==> src/rtl/phy_tx_lane_arbiter_if.sv <==
// phy_tx_lane_arbiter_if: requester handshakes and TX lane outputs of the lane arbiter
interface phy_tx_lane_arbiter_if;
  logic       req0;
  logic [7:0] data0;
  logic       last0;
  logic       req1;
  logic [7:0] data1;
  logic       last1;
  logic       ack0;
  logic       ack1;
  logic [7:0] data_out;
  logic       valid_out;
  logic [1:0] grant;
  modport master (
    output req0, data0, last0, req1, data1, last1,
    input  ack0, ack1, data_out, valid_out, grant
  );
  modport slave (
    input  req0, data0, last0, req1, data1, last1,
    output ack0, ack1, data_out, valid_out, grant
  );
endinterface

==> src/rtl/phy_tx_lane_arbiter.sv <==
// phy_tx_lane_arbiter: round-robin, burst-granular sharing of one PHY TX byte lane between two requesters
module phy_tx_lane_arbiter #(
  parameter logic [7:0] COM_CHAR  = 8'hBC,
  parameter int         COM_GAP   = 2,
  parameter int         BURST_MAX = 16
) (
  input logic cclk,
  input logic default_values_n,
  phy_tx_lane_arbiter_if.slave bus
);
  localparam int CW = $clog2(BURST_MAX + 1);
  localparam int GW = COM_GAP > 1 ? $clog2(COM_GAP) : 1;
  typedef enum logic [1:0] {IDLE, GRANT0, GRANT1, GAP} state_t;
  state_t        r_state, w_state_nxt;
  logic          r_rr, w_rr_nxt;
  logic [CW-1:0] r_beat, w_beat_nxt;
  logic [GW-1:0] r_gap, w_gap_nxt;
  logic [7:0]    r_data, w_data_nxt;
  logic          r_valid;
  logic [1:0]    r_grant, w_grant_nxt;
  logic          w_ack0, w_ack1, w_ack, w_last, w_end, w_gap_done;
  assign w_ack0     = r_state == GRANT0 && bus.req0;
  assign w_ack1     = r_state == GRANT1 && bus.req1;
  assign w_ack      = w_ack0 || w_ack1;
  assign w_last     = r_state == GRANT0 ? bus.last0 : bus.last1;
  assign w_end      = w_ack && (w_last || r_beat == CW'(BURST_MAX - 1));
  assign w_gap_done = r_gap == GW'(COM_GAP - 1);
  always_ff @(posedge cclk or negedge default_values_n) begin
    if (!default_values_n) begin
      r_state <= IDLE;
      r_rr    <= 1'b0;
      r_beat  <= '0;
      r_gap   <= '0;
      r_data  <= 8'h00;
      r_valid <= 1'b0;
      r_grant <= 2'b00;
    end else begin
      r_state <= w_state_nxt;
      r_rr    <= w_rr_nxt;
      r_beat  <= w_beat_nxt;
      r_gap   <= w_gap_nxt;
      r_data  <= w_data_nxt;
      r_valid <= w_ack;
      r_grant <= w_grant_nxt;
    end
  end
  // Requests seen while in GAP are ignored; arbitration only happens from IDLE.
  always_comb begin
    w_state_nxt = r_state;
    case (r_state)
      IDLE:           w_state_nxt = bus.req0 && (!bus.req1 || !r_rr) ? GRANT0 : bus.req1 ? GRANT1 : IDLE;
      GRANT0, GRANT1: w_state_nxt = !w_end ? r_state : COM_GAP > 0 ? GAP : IDLE;
      default:        w_state_nxt = w_gap_done ? IDLE : GAP;
    endcase
  end
  always_comb begin
    w_data_nxt  = w_ack0 ? bus.data0 : w_ack1 ? bus.data1 : COM_CHAR;
    w_beat_nxt  = w_end ? '0 : r_beat + CW'(w_ack);
    w_rr_nxt    = w_end ? r_state == GRANT0 : r_rr;
    w_gap_nxt   = r_state == GAP && !w_gap_done ? r_gap + GW'(1) : '0;
    w_grant_nxt = {w_state_nxt == GRANT1, w_state_nxt == GRANT0};
  end
  assign bus.ack0      = w_ack0;
  assign bus.ack1      = w_ack1;
  assign bus.data_out  = r_data;
  assign bus.valid_out = r_valid;
  assign bus.grant     = r_grant;
endmodule
==> src/flat_wrapper.sv <==
// flat-port wrapper written by rule: the top's interface ports become plain ports
module phy_tx_lane_arbiter_flat 
#(
  parameter logic [7:0] COM_CHAR  = 8'hBC,
  parameter int         COM_GAP   = 2,
  parameter int         BURST_MAX = 16
)
  (cclk, default_values_n, bus_req0, bus_data0, bus_last0, bus_req1, bus_data1, bus_last1, bus_ack0, bus_ack1, bus_data_out, bus_valid_out, bus_grant);
  phy_tx_lane_arbiter_if bus_i ();
  input logic cclk;
  input logic default_values_n;
  input wire logic [$bits(bus_i.req0)-1:0] bus_req0;
  input wire logic [$bits(bus_i.data0)-1:0] bus_data0;
  input wire logic [$bits(bus_i.last0)-1:0] bus_last0;
  input wire logic [$bits(bus_i.req1)-1:0] bus_req1;
  input wire logic [$bits(bus_i.data1)-1:0] bus_data1;
  input wire logic [$bits(bus_i.last1)-1:0] bus_last1;
  output wire logic [$bits(bus_i.ack0)-1:0] bus_ack0;
  output wire logic [$bits(bus_i.ack1)-1:0] bus_ack1;
  output wire logic [$bits(bus_i.data_out)-1:0] bus_data_out;
  output wire logic [$bits(bus_i.valid_out)-1:0] bus_valid_out;
  output wire logic [$bits(bus_i.grant)-1:0] bus_grant;
  assign bus_i.req0 = bus_req0;
  assign bus_i.data0 = bus_data0;
  assign bus_i.last0 = bus_last0;
  assign bus_i.req1 = bus_req1;
  assign bus_i.data1 = bus_data1;
  assign bus_i.last1 = bus_last1;
  assign bus_ack0 = bus_i.ack0;
  assign bus_ack1 = bus_i.ack1;
  assign bus_data_out = bus_i.data_out;
  assign bus_valid_out = bus_i.valid_out;
  assign bus_grant = bus_i.grant;
  phy_tx_lane_arbiter #(.COM_CHAR(COM_CHAR), .COM_GAP(COM_GAP), .BURST_MAX(BURST_MAX)) u_core (.cclk(cclk), .default_values_n(default_values_n), .bus(bus_i));
endmodule
==> config.mk <==
export PLATFORM = sky130hd
export DESIGN_NAME = phy_tx_lane_arbiter_flat
export DESIGN_NICKNAME = d
export VERILOG_FILES = /design/src/rtl/phy_tx_lane_arbiter_if.sv /design/src/rtl/phy_tx_lane_arbiter.sv /design/src/flat_wrapper.sv
export SDC_FILE = /design/constraint.sdc
export NUM_CORES = 1
export LEC_CHECK = 0
export CORE_AREA = 2 2 53 55
export DETAILED_ROUTE_END_ITERATION = 8
export DIE_AREA = 0 0 55 57
export DONT_BUFFER_PORTS = 1
export GPL_ROUTABILITY_DRIVEN = 0
export PLACE_DENSITY = 0.51
export SLEW_MARGIN = 30
export SYNTH_ARGS = -nofsm -noshare
export SYNTH_HDL_FRONTEND = slang
export SYNTH_SLANG_ARGS = --single-unit
==> constraint.sdc <==
create_clock -name cclk -period 2.15 [get_ports cclk]
set_clock_uncertainty 0.1 [all_clocks]
set_input_delay 0.43 -clock cclk [delete_from_list [all_inputs] [get_ports cclk]]
set_output_delay 0.43 -clock cclk [all_outputs]
set_load 0.01 [all_outputs]
==> impl.org, run 1 <==
** Drt
- Total detailed-routing wirelength :: between 1500 and 2000 µm
- The first TritonRoute pass finished after 2 iterations.
- DRC violation total after the first TritonRoute iteration :: 2
- Via/cell ratio :: between 5 and 6
- After detailed routing, the average wire length per cell comes to ~14 µm.
- DRC :: 0
- Number of nets with antenna violations after detailed routing :: 0
- Summing over every cut layer, the via total after detailed routing is between 600 and 700.

** Critical path
- Buffers plus inverters on the worst setup path :: 2
- On the worst path, the slowest cell contributes a delay of approximately 470 ps.
- Critical path arrival :: 1430 ps
- Critical register-to-register path startpoint :: u_core.r_state[0]$_DFF_PN0_
- Element type at the critical path end :: output port
- Required @ worst endpoint :: 1620 ps
- The critical path in this run is classified as flip-flop to output port.
- RR Endpoint :: u_core.r_beat[4]$_DFF_PN0_
- Across all register-to-register paths, the minimum setup slack is approximately 220 ps.
- Critical-path maximum fanout :: 8
- Counting cells, the worst reg-to-reg path comes to 8.
- Family with the most delay on the worst path :: flip-flops
- Crit path max-delay cell type :: sky130_fd_sc_hd__dfrtp_2
- Walking the worst path, the cells encountered are inv_1 > ha_1 > nand2_1 > inv_2.
- Worst Setup Start Kind :: flip-flop

** Floorplanning
- From bottom edge to top edge, the die measures between 50 and 60 µm.
- In this run the count of I/O pins placed on the die edge is 35.
- For this configuration, the core starts out at a cell density of a little under two fifths.
- The die is around 55 µm wide.
- In this run the core area contains 19 standard-cell rows.
- Die area :: 3140 µm²
- Core outline area :: roughly 2600 µm²

** Layout
- The area growth from synthesis to layout is 9.47%.
- For this run, the number of standard cells in the final layout without fillers is around 110.
- The post-route netlist has 20.5% of its cells at a drive strength greater than 1.
- Cells fill between 40% and 50% of the core in the end.
- Post-layout nets :: 114
- The repair_antennas step left the layout with diodes totalling 0.

** Place
- Sum of net half-perimeters after detailed placement :: around 1300 µm
- Input/output buffers :: 0
- Dpl cells :: between 100 and 150

** Synthesis
- Number of instances in the synthesized netlist :: 77
- Yosys attributes the largest share of cell area to sky130_fd_sc_hd__dfrtp_1, sky130_fd_sc_hd__ha_1, sky130_fd_sc_hd__o22a_1.
- When the netlist entered floorplanning its net count stood at between 100 and 150.
- Post-synthesis instance area :: 965 µm²
- Number of synthesized flops with an enable pin :: 0
- Share of synthesized flip-flops with an asynchronous set or reset :: 100%
- The netlist uses 23 different library cells.
- Sequential cells were found to cover slightly above 50% of the synthesized design area.
- Mean cell area of the mapped netlist :: roughly 13 µm²
- Number of warnings printed during yosys synthesis :: 0
- The synthesized design spends more area on one cell type than any other, namely sky130_fd_sc_hd__dfrtp_1.
- Counting flops and latches in the post-synthesis netlist gives 20.
- Leading register cell type out of synthesis :: sky130_fd_sc_hd__dfrtp_1
- Summed over its instances, the top area cell type makes up 51.9% of the synthesized netlist area.

** GRT
- Overflow left after global routing :: 0
- The first global-routing pass estimated between 2000 and 3000 µm of wire.
- The number of antenna violations at the first check in global routing is 0.
- Entering global routing, the biggest net connects 21 pins.
- Number of global-route vias before repair :: about 640
- Global-route total usage across every layer :: 12.0%

** Timing
- Post-route worst hold slack :: about 140 ps
- Setup repair after global routing left no endpoint under its margin.
- Fin crit period :: roughly 2000 ps
- At the pin with the least slew margin, the transition time is 447 ps.
- Number of pins exceeding their max-slew limit in the final report :: 0
- Max transition margin :: between 70% and 80%
- Setup total negative slack :: 0 ps
- Static timing analysis puts the maximum clock frequency at 510 MHz.
- Endpoints failing hold :: 0
- The final critical path takes up 91.2% of the cycle.
- Setup-violating endpoint count in the final report :: 0

** Run status
- The run finished with clean final reports.

** CTS
- TritonCTS built the clock tree.
- Clock transition at path regs :: about 110 ps
- For the worst-skew pair, the clock arrives at the later sink with an insertion delay of ~300 ps.
- The clock drives 20 sinks.
- The tree is rooted in a sky130_fd_sc_hd__clkbuf_4.
- Number of clock buffers inserted by TritonCTS :: 3
- In this run the number of H-tree levels came out at 1.
- CTS max path bufs :: 2

** Job
- Number of max-cap violations :: 0

** Min path
- Worst Hold Path Cells :: 1
- Startpoint of the worst hold path :: bus_data1[3]
- The path class of the tightest hold or removal check is primary input to flip-flop.
- Destination of the worst hold path :: u_core.bus.data_out[3]$_DFF_PN0_

** Power and ir drop
- The design draws 1310 µW.
- Leakage power total :: between 0.0004 and 0.0005 µW
- Dividing total power by cell area gives a power density of 1240 nW/µm².
- The worst-case IR drop observed on VDD is roughly 0.00046 V.
-- synth_stat cells, types with 2 or more instances --
| cell type | number |
|---|---|
| sky130_fd_sc_hd__dfrtp_1 | 20 |
| sky130_fd_sc_hd__ha_1 | 8 |
| sky130_fd_sc_hd__inv_1 | 5 |
| sky130_fd_sc_hd__o22a_1 | 5 |
| sky130_fd_sc_hd__and2_1 | 4 |
| sky130_fd_sc_hd__nand2_1 | 4 |
| sky130_fd_sc_hd__a22o_1 | 3 |
| sky130_fd_sc_hd__nand3_1 | 3 |
| sky130_fd_sc_hd__nor2_1 | 3 |
| sky130_fd_sc_hd__o21a_1 | 3 |
| sky130_fd_sc_hd__a211oi_2 | 2 |
| sky130_fd_sc_hd__mux2_4 | 2 |
| sky130_fd_sc_hd__nor3b_2 | 2 |
| sky130_fd_sc_hd__o21ai_0 | 2 |
| sky130_fd_sc_hd__o21ai_1 | 2 |
| sky130_fd_sc_hd__xnor2_1 | 2 |
-- per-stage QoR --
step,instance area (µm²),worst slack (ps)
floorplan,965,328
global placement,1000,210
detailed placement,1000,194
CTS,1050,106
global route,1060,46.1
finish,1060,189
-- layout by cell type (no fill, tap or decap), types with 2 or more instances in the layout --
cell                       netlist  final
sky130_fd_sc_hd__a211oi_2        2      2
sky130_fd_sc_hd__a22o_1          3      3
sky130_fd_sc_hd__and2_1          4      4
sky130_fd_sc_hd__clkbuf_4        0      3
sky130_fd_sc_hd__dfrtp_1        20     19
sky130_fd_sc_hd__ha_1            8      8
sky130_fd_sc_hd__inv_1           5      4
sky130_fd_sc_hd__mux2_4          2      2
sky130_fd_sc_hd__nand2_1         4      4
sky130_fd_sc_hd__nand3_1         3      3
sky130_fd_sc_hd__nor2_1          3      3
sky130_fd_sc_hd__nor3b_2         2      2
sky130_fd_sc_hd__o21a_1          3      3
sky130_fd_sc_hd__o21ai_0         2      2
sky130_fd_sc_hd__o21ai_1         2      2
sky130_fd_sc_hd__o22a_1          5      5
sky130_fd_sc_hd__xnor2_1         2      2
-- per-layer routing --
metal | track usage, % | vias to the layer above | wire length, µm
li1 | - | 285 | -
met1 | 13.6 | 297 | 661
met2 | 20.4 | 34 | 764
met3 | 2.62 | 5 | 187
met4 | 6.27 | 0 | 38
met5 | 0 | - | 0
-- how the worst max path moves through the flow --
stage / end / start / slack (ps) / cells past startpoint
5_1_grt: bus_ack0 / u_core.r_state[1]$_DFF_PN0_ / 50 / 4
3_3_place_gp: u_core.r_beat[4]$_DFF_PN0_ / u_core.r_state[1]$_DFF_PN0_ / 210 / 8
4_1_cts: bus_ack0 / u_core.r_state[1]$_DFF_PN0_ / 110 / 4
2_1_floorplan: u_core.r_beat[4]$_DFF_PN0_ / u_core.r_state[1]$_DFF_PN0_ / 330 / 8
3_5_place_dp: u_core.r_beat[4]$_DFF_PN0_ / u_core.r_state[1]$_DFF_PN0_ / 190 / 8
6_report: bus_ack0 / u_core.r_state[1]$_DFF_PN0_ / 190 / 4
-- flip-flops by register name, indices dropped and copies added (netlist names) --
name and count:
u_core.bus.data_out 8, u_core.bus.grant 2, u_core.bus.valid_out 1, u_core.r_beat 5, u_core.r_gap 1, u_core.r_rr 1
u_core.r_state 2
-- cells by family (layout without fill, tap and decap cells) --
family	after synthesis	after routing	share of synthesized area [%]
adders and majority gates	8	8	10.4
and+or+nand+nor	19	19	12.2
muxes	2	2	3.11
AOI/OAI and AO/OA	20	20	17.8
DFF	20	20	51.9
buffers and inverters	5	11	1.95
xor gates and xnor gates	3	3	2.72
-- power breakdown --
| part | switching (µW) | total, µW | leakage (µW) | internal [µW] |
|---|---|---|---|---|
| logic | 238 | 472 | 0.000210 | 234 |
| registers | 118 | 618 | 0.000243 | 501 |
| clock network | 118 | 221 | 0.0000210 | 103 |
| total | 473 | 1310 | 0.000474 | 838 |
-- timing repair --
action | CTS | global route
endpoints found under the setup margin | 0 | 1
buffers inserted | 0 | 0
hold buffers | 1 | 1
resized for setup | 0 | 2
hold endpoints to repair | 20 | 20
-- area by class of cell --
cell class	instances	area (µm²)
multi-input cells	52	445
clock buffers	4	36.3
well taps	31	38.8
flip-flops and latches	20	502
fillers	255	1560
inverters	5	18.8
repair buffers	2	15.0
Note: power is estimated with default switching activity, not from simulation.
==> inputs of run 2 (changes only) <==
--- a/config.mk
+++ b/config.mk
@@ -5,12 +5,12 @@
 export SDC_FILE = /design/constraint.sdc
 export NUM_CORES = 1
 export LEC_CHECK = 0
-export CORE_AREA = 2 2 53 55
+export CORE_AREA = 2 2 47 60
 export DETAILED_ROUTE_END_ITERATION = 8
-export DIE_AREA = 0 0 55 57
+export DIE_AREA = 0 0 49 62
 export DONT_BUFFER_PORTS = 1
 export GPL_ROUTABILITY_DRIVEN = 0
-export PLACE_DENSITY = 0.51
+export PLACE_DENSITY = 0.52
 export SLEW_MARGIN = 30
 export SYNTH_ARGS = -nofsm -noshare
 export SYNTH_HDL_FRONTEND = slang
==> run 2 against run 1 <==
Against the previous run:
- combinational power barely moved
- non-clock buffer count did not move
- routed wire length rose by 0.97%
- critical path depth rose by 4
- final area rose by 0.47%
- global-route usage fell by 0.60 points
- largest cell class unchanged
- largest power group unchanged
==> impl.org, run 2 (same netlist as run 1, synthesis figures left out) <==
** Drt
- The count of antenna-violating nets left after detailed routing is 0 (unchanged).
- Wire per inst :: 14.3 µm (was 14.5 µm)
- Total detailed-routing wirelength :: 1670 µm (was 1650 µm)
- The number of DRC markers in iteration 0 was 6 (was 2).
- DR pass1 iterations :: 4 (was 2)
- The final routed DRC violation total came to 0 (unchanged).
- Via/cell ratio :: 5.15 (was 5.45)
- The count of vias placed by the detailed router was 603 (was 621).

** Critical path
- Critical-path maximum fanout :: 6 (was 8)
- The arrival time at the worst endpoint came to 2090 ps (was 1430 ps).
- The startpoint kind of the worst setup timing path was a flip-flop (unchanged).
- The required time of the critical path is 2250 ps (was 1620 ps).
- Element type at the critical path end :: flip-flop (was output port)
- The critical setup path kind was flip-flop to flip-flop (was flip-flop to output port).

** Timing
- The post-layout minimum cycle time is 1990 ps (was 1960 ps).
- Endpoints failing hold :: 0 (unchanged)
- The actual transition at the worst max-transition pin is 456 ps (was 447 ps).
- The count of endpoints failing setup in the final report is 0 (unchanged).
- Setup total negative slack :: 0 ps (unchanged)
- The period utilization came to 92.6% (was 91.2%).
- Post-route worst hold slack :: 148 ps (was 144 ps)
- The highest attainable clock frequency is 502 MHz (was 510 MHz).
- RSZ-0062 raised after global routing :: no (unchanged)
- The setup slack after layout came to 159 ps (was 189 ps).
- The number of slew-limit violations in the final report is 0 (unchanged).
- The relative max-transition margin is 69.6% (was 70.2%).

** Place
- Dpl cells :: 111 (was 108)
- Worst setup slack after placement :: 180 ps (was 194 ps)
- The number of buffer cells added on primary ports is 0 (unchanged).
- The HPWL reported at the end of detailed placement is 1310 µm (was 1270 µm).
- The post-placement cell area was 1010 µm² (was 1000 µm²).

** Min path
- The path category of the worst min-delay check is primary input to flip-flop (unchanged).

** Power and ir drop
- The clock network fraction of total power was 16.6% (was 16.9%).
- Peak supply drop :: 0.000424 V (was 0.000457 V)
- Switching power summed over all nets :: 470 µW (was 473 µW)
- The fraction of power spent switching nets was 36.0% (was 36.1%).
- The total power density per cell area came to 1230 nW/µm² (was 1240 nW/µm²).
- Sequential cell fraction of total power :: 47.2% (was 47.1%)
- The leakage power came to 0.000478 µW (was 0.000474 µW).
- Proportion of power drawn by combinational gates :: 36.3% (was 36.0%)
- Cell internal pwr :: 837 µW (was 838 µW)

** CTS
- The clock sink count is 20 (unchanged).
- The clock tree from TritonCTS is yes (unchanged).
- The TritonCTS buffer count is 3 (unchanged).
- The maximum number of buffers from clock root to sink came to 2 (unchanged).
- The latest clock arrival within the worst-skew pair was 300 ps (about the same).
- The number of H-tree branching levels came to 1 (unchanged).
- The library cell used as clock root buffer is sky130_fd_sc_hd__clkbuf_4 (unchanged).
- Clock transition at path regs :: 110 ps (about the same)

** Layout
- The area taken by multi-input logic gates is 448 µm² (was 445 µm²).
- The number of flip-flops under the largest register name is 8 (unchanged).
- Fraction of final layout cells sized beyond drive strength 1 :: 19.3% (was 20.5%)
- The design area came to 1060 µm² (about the same).
- The footprint of the flip-flops and latches is 500 µm² (was 502 µm²).
- Filler Cells Inserted :: 249 (was 255)
- Ant. Diodes :: 0 (unchanged)
- The area growth from synthesis to layout is 9.99% (was 9.47%).
- The final-stage net count is 114 (unchanged).
- Leading cell type in the layout, fill and taps excluded :: sky130_fd_sc_hd__dfrtp_1 (unchanged)
- Leading cell types in the layout, fill and taps excluded :: sky130_fd_sc_hd__dfrtp_1, sky130_fd_sc_hd__ha_1, sky130_fd_sc_hd__inv_1, sky130_fd_sc_hd__o22a_1, sky130_fd_sc_hd__and2_1 (was sky130_fd_sc_hd__dfrtp_1, sky130_fd_sc_hd__ha_1, sky130_fd_sc_hd__o22a_1)
- Non-Filler Instances :: 117 (was 114)

** GRT
- The global router's overall resource usage came to 11.4% (was 12.0%).
- The global-route wire length before repair is 2650 µm (was 2660 µm).
- Pin count of the biggest net entering global routing :: 21 (unchanged)
- Number of antenna violations at the first check in global routing :: 0 (unchanged)
- The total congestion overflow is 0 (unchanged).
- The via count of the first global-routing pass is 590 (was 636).

** Floorplanning
- X dimension of the die :: 49 µm (was 55 µm)
- The I/O pin total was 35 (unchanged).
- The area of the core is 2550 µm² (was 2620 µm²).
- The die height was 62 µm (was 57 µm).
- Effective utilization at floorplan :: 37.8% (was 36.9%)
- The number of cell rows is 21 (was 19).
- The full die area came to 3040 µm² (was 3140 µm²).

** Run status
- Outcome: finished, final reports clean (unchanged).

** Job
- Number of max-cap violations :: 0 (unchanged)
run 2: metrics by stage:
step	utilization [%]	power (µW)
5_1_grt	41.6	1410
3_5_place_dp	39.5	1100
2_1_floorplan	-	995
6_report	41.6	1310
4_1_cts	41.3	1320
3_3_place_gp	39.5	1080
run 2: path summary, 6_finish.rpt:
kind                       slack, ps                                to  depth (start not counted)                        start
hold reg to reg                  330            u_core.r_gap$_DFF_PN0_                          1       u_core.r_gap$_DFF_PN0_
min in group asynchronous        500  u_core.bus.data_out[4]$_DFF_PN0_                          2             default_values_n
setup / recovery                 160        u_core.r_beat[4]$_DFF_PN0_                          8  u_core.r_state[1]$_DFF_PN0_
hold / removal                   150  u_core.bus.data_out[2]$_DFF_PN0_                          1                 bus_data1[2]
setup reg to reg                 160        u_core.r_beat[4]$_DFF_PN0_                          8  u_core.r_state[1]$_DFF_PN0_
max in group asynchronous       1130     u_core.bus.grant[1]$_DFF_PN0_                          2             default_values_n
run 2: layout make-up:
class	instances	share of cell area, %
flip-flops and latches	20	47.2
repair buffers	2	1.42
multi-input cells	52	42.2
well taps	34	4.01
inverters	5	1.77
clock buffers	4	3.42
run 2: what timing repair did:
item | in CTS | in global routing
setup endpoints to repair | 0 | 1
resized for setup | 0 | 1
hold endpoints to repair | 20 | 20
hold buffers | 1 | 1
buffers inserted | 0 | 0
run 2: worst max-delay path, stage by stage, from the launching register on:
cell,delay [ps]
sky130_fd_sc_hd__dfrtp_1,470
sky130_fd_sc_hd__inv_1,110
sky130_fd_sc_hd__ha_1,230
sky130_fd_sc_hd__a22o_4,290
sky130_fd_sc_hd__ha_1,200
sky130_fd_sc_hd__ha_1,210
sky130_fd_sc_hd__nand3_1,100
sky130_fd_sc_hd__xnor2_1,120
sky130_fd_sc_hd__nor2_1,60
run 2: power groups by stage:
stage	registers, µW	clock network (µW)	logic, µW
CTS	618	225	481
detailed placement	628	0	468
floorplan	604	0	391
finish	616	217	474
global route	636	239	538
global placement	624	0	461
run 2: metal layers:
layer	track usage, %	routed length (µm)
met1	12.2	695
met2	21.3	826
met3	3.35	128
met4	4.90	17
met5	0	0
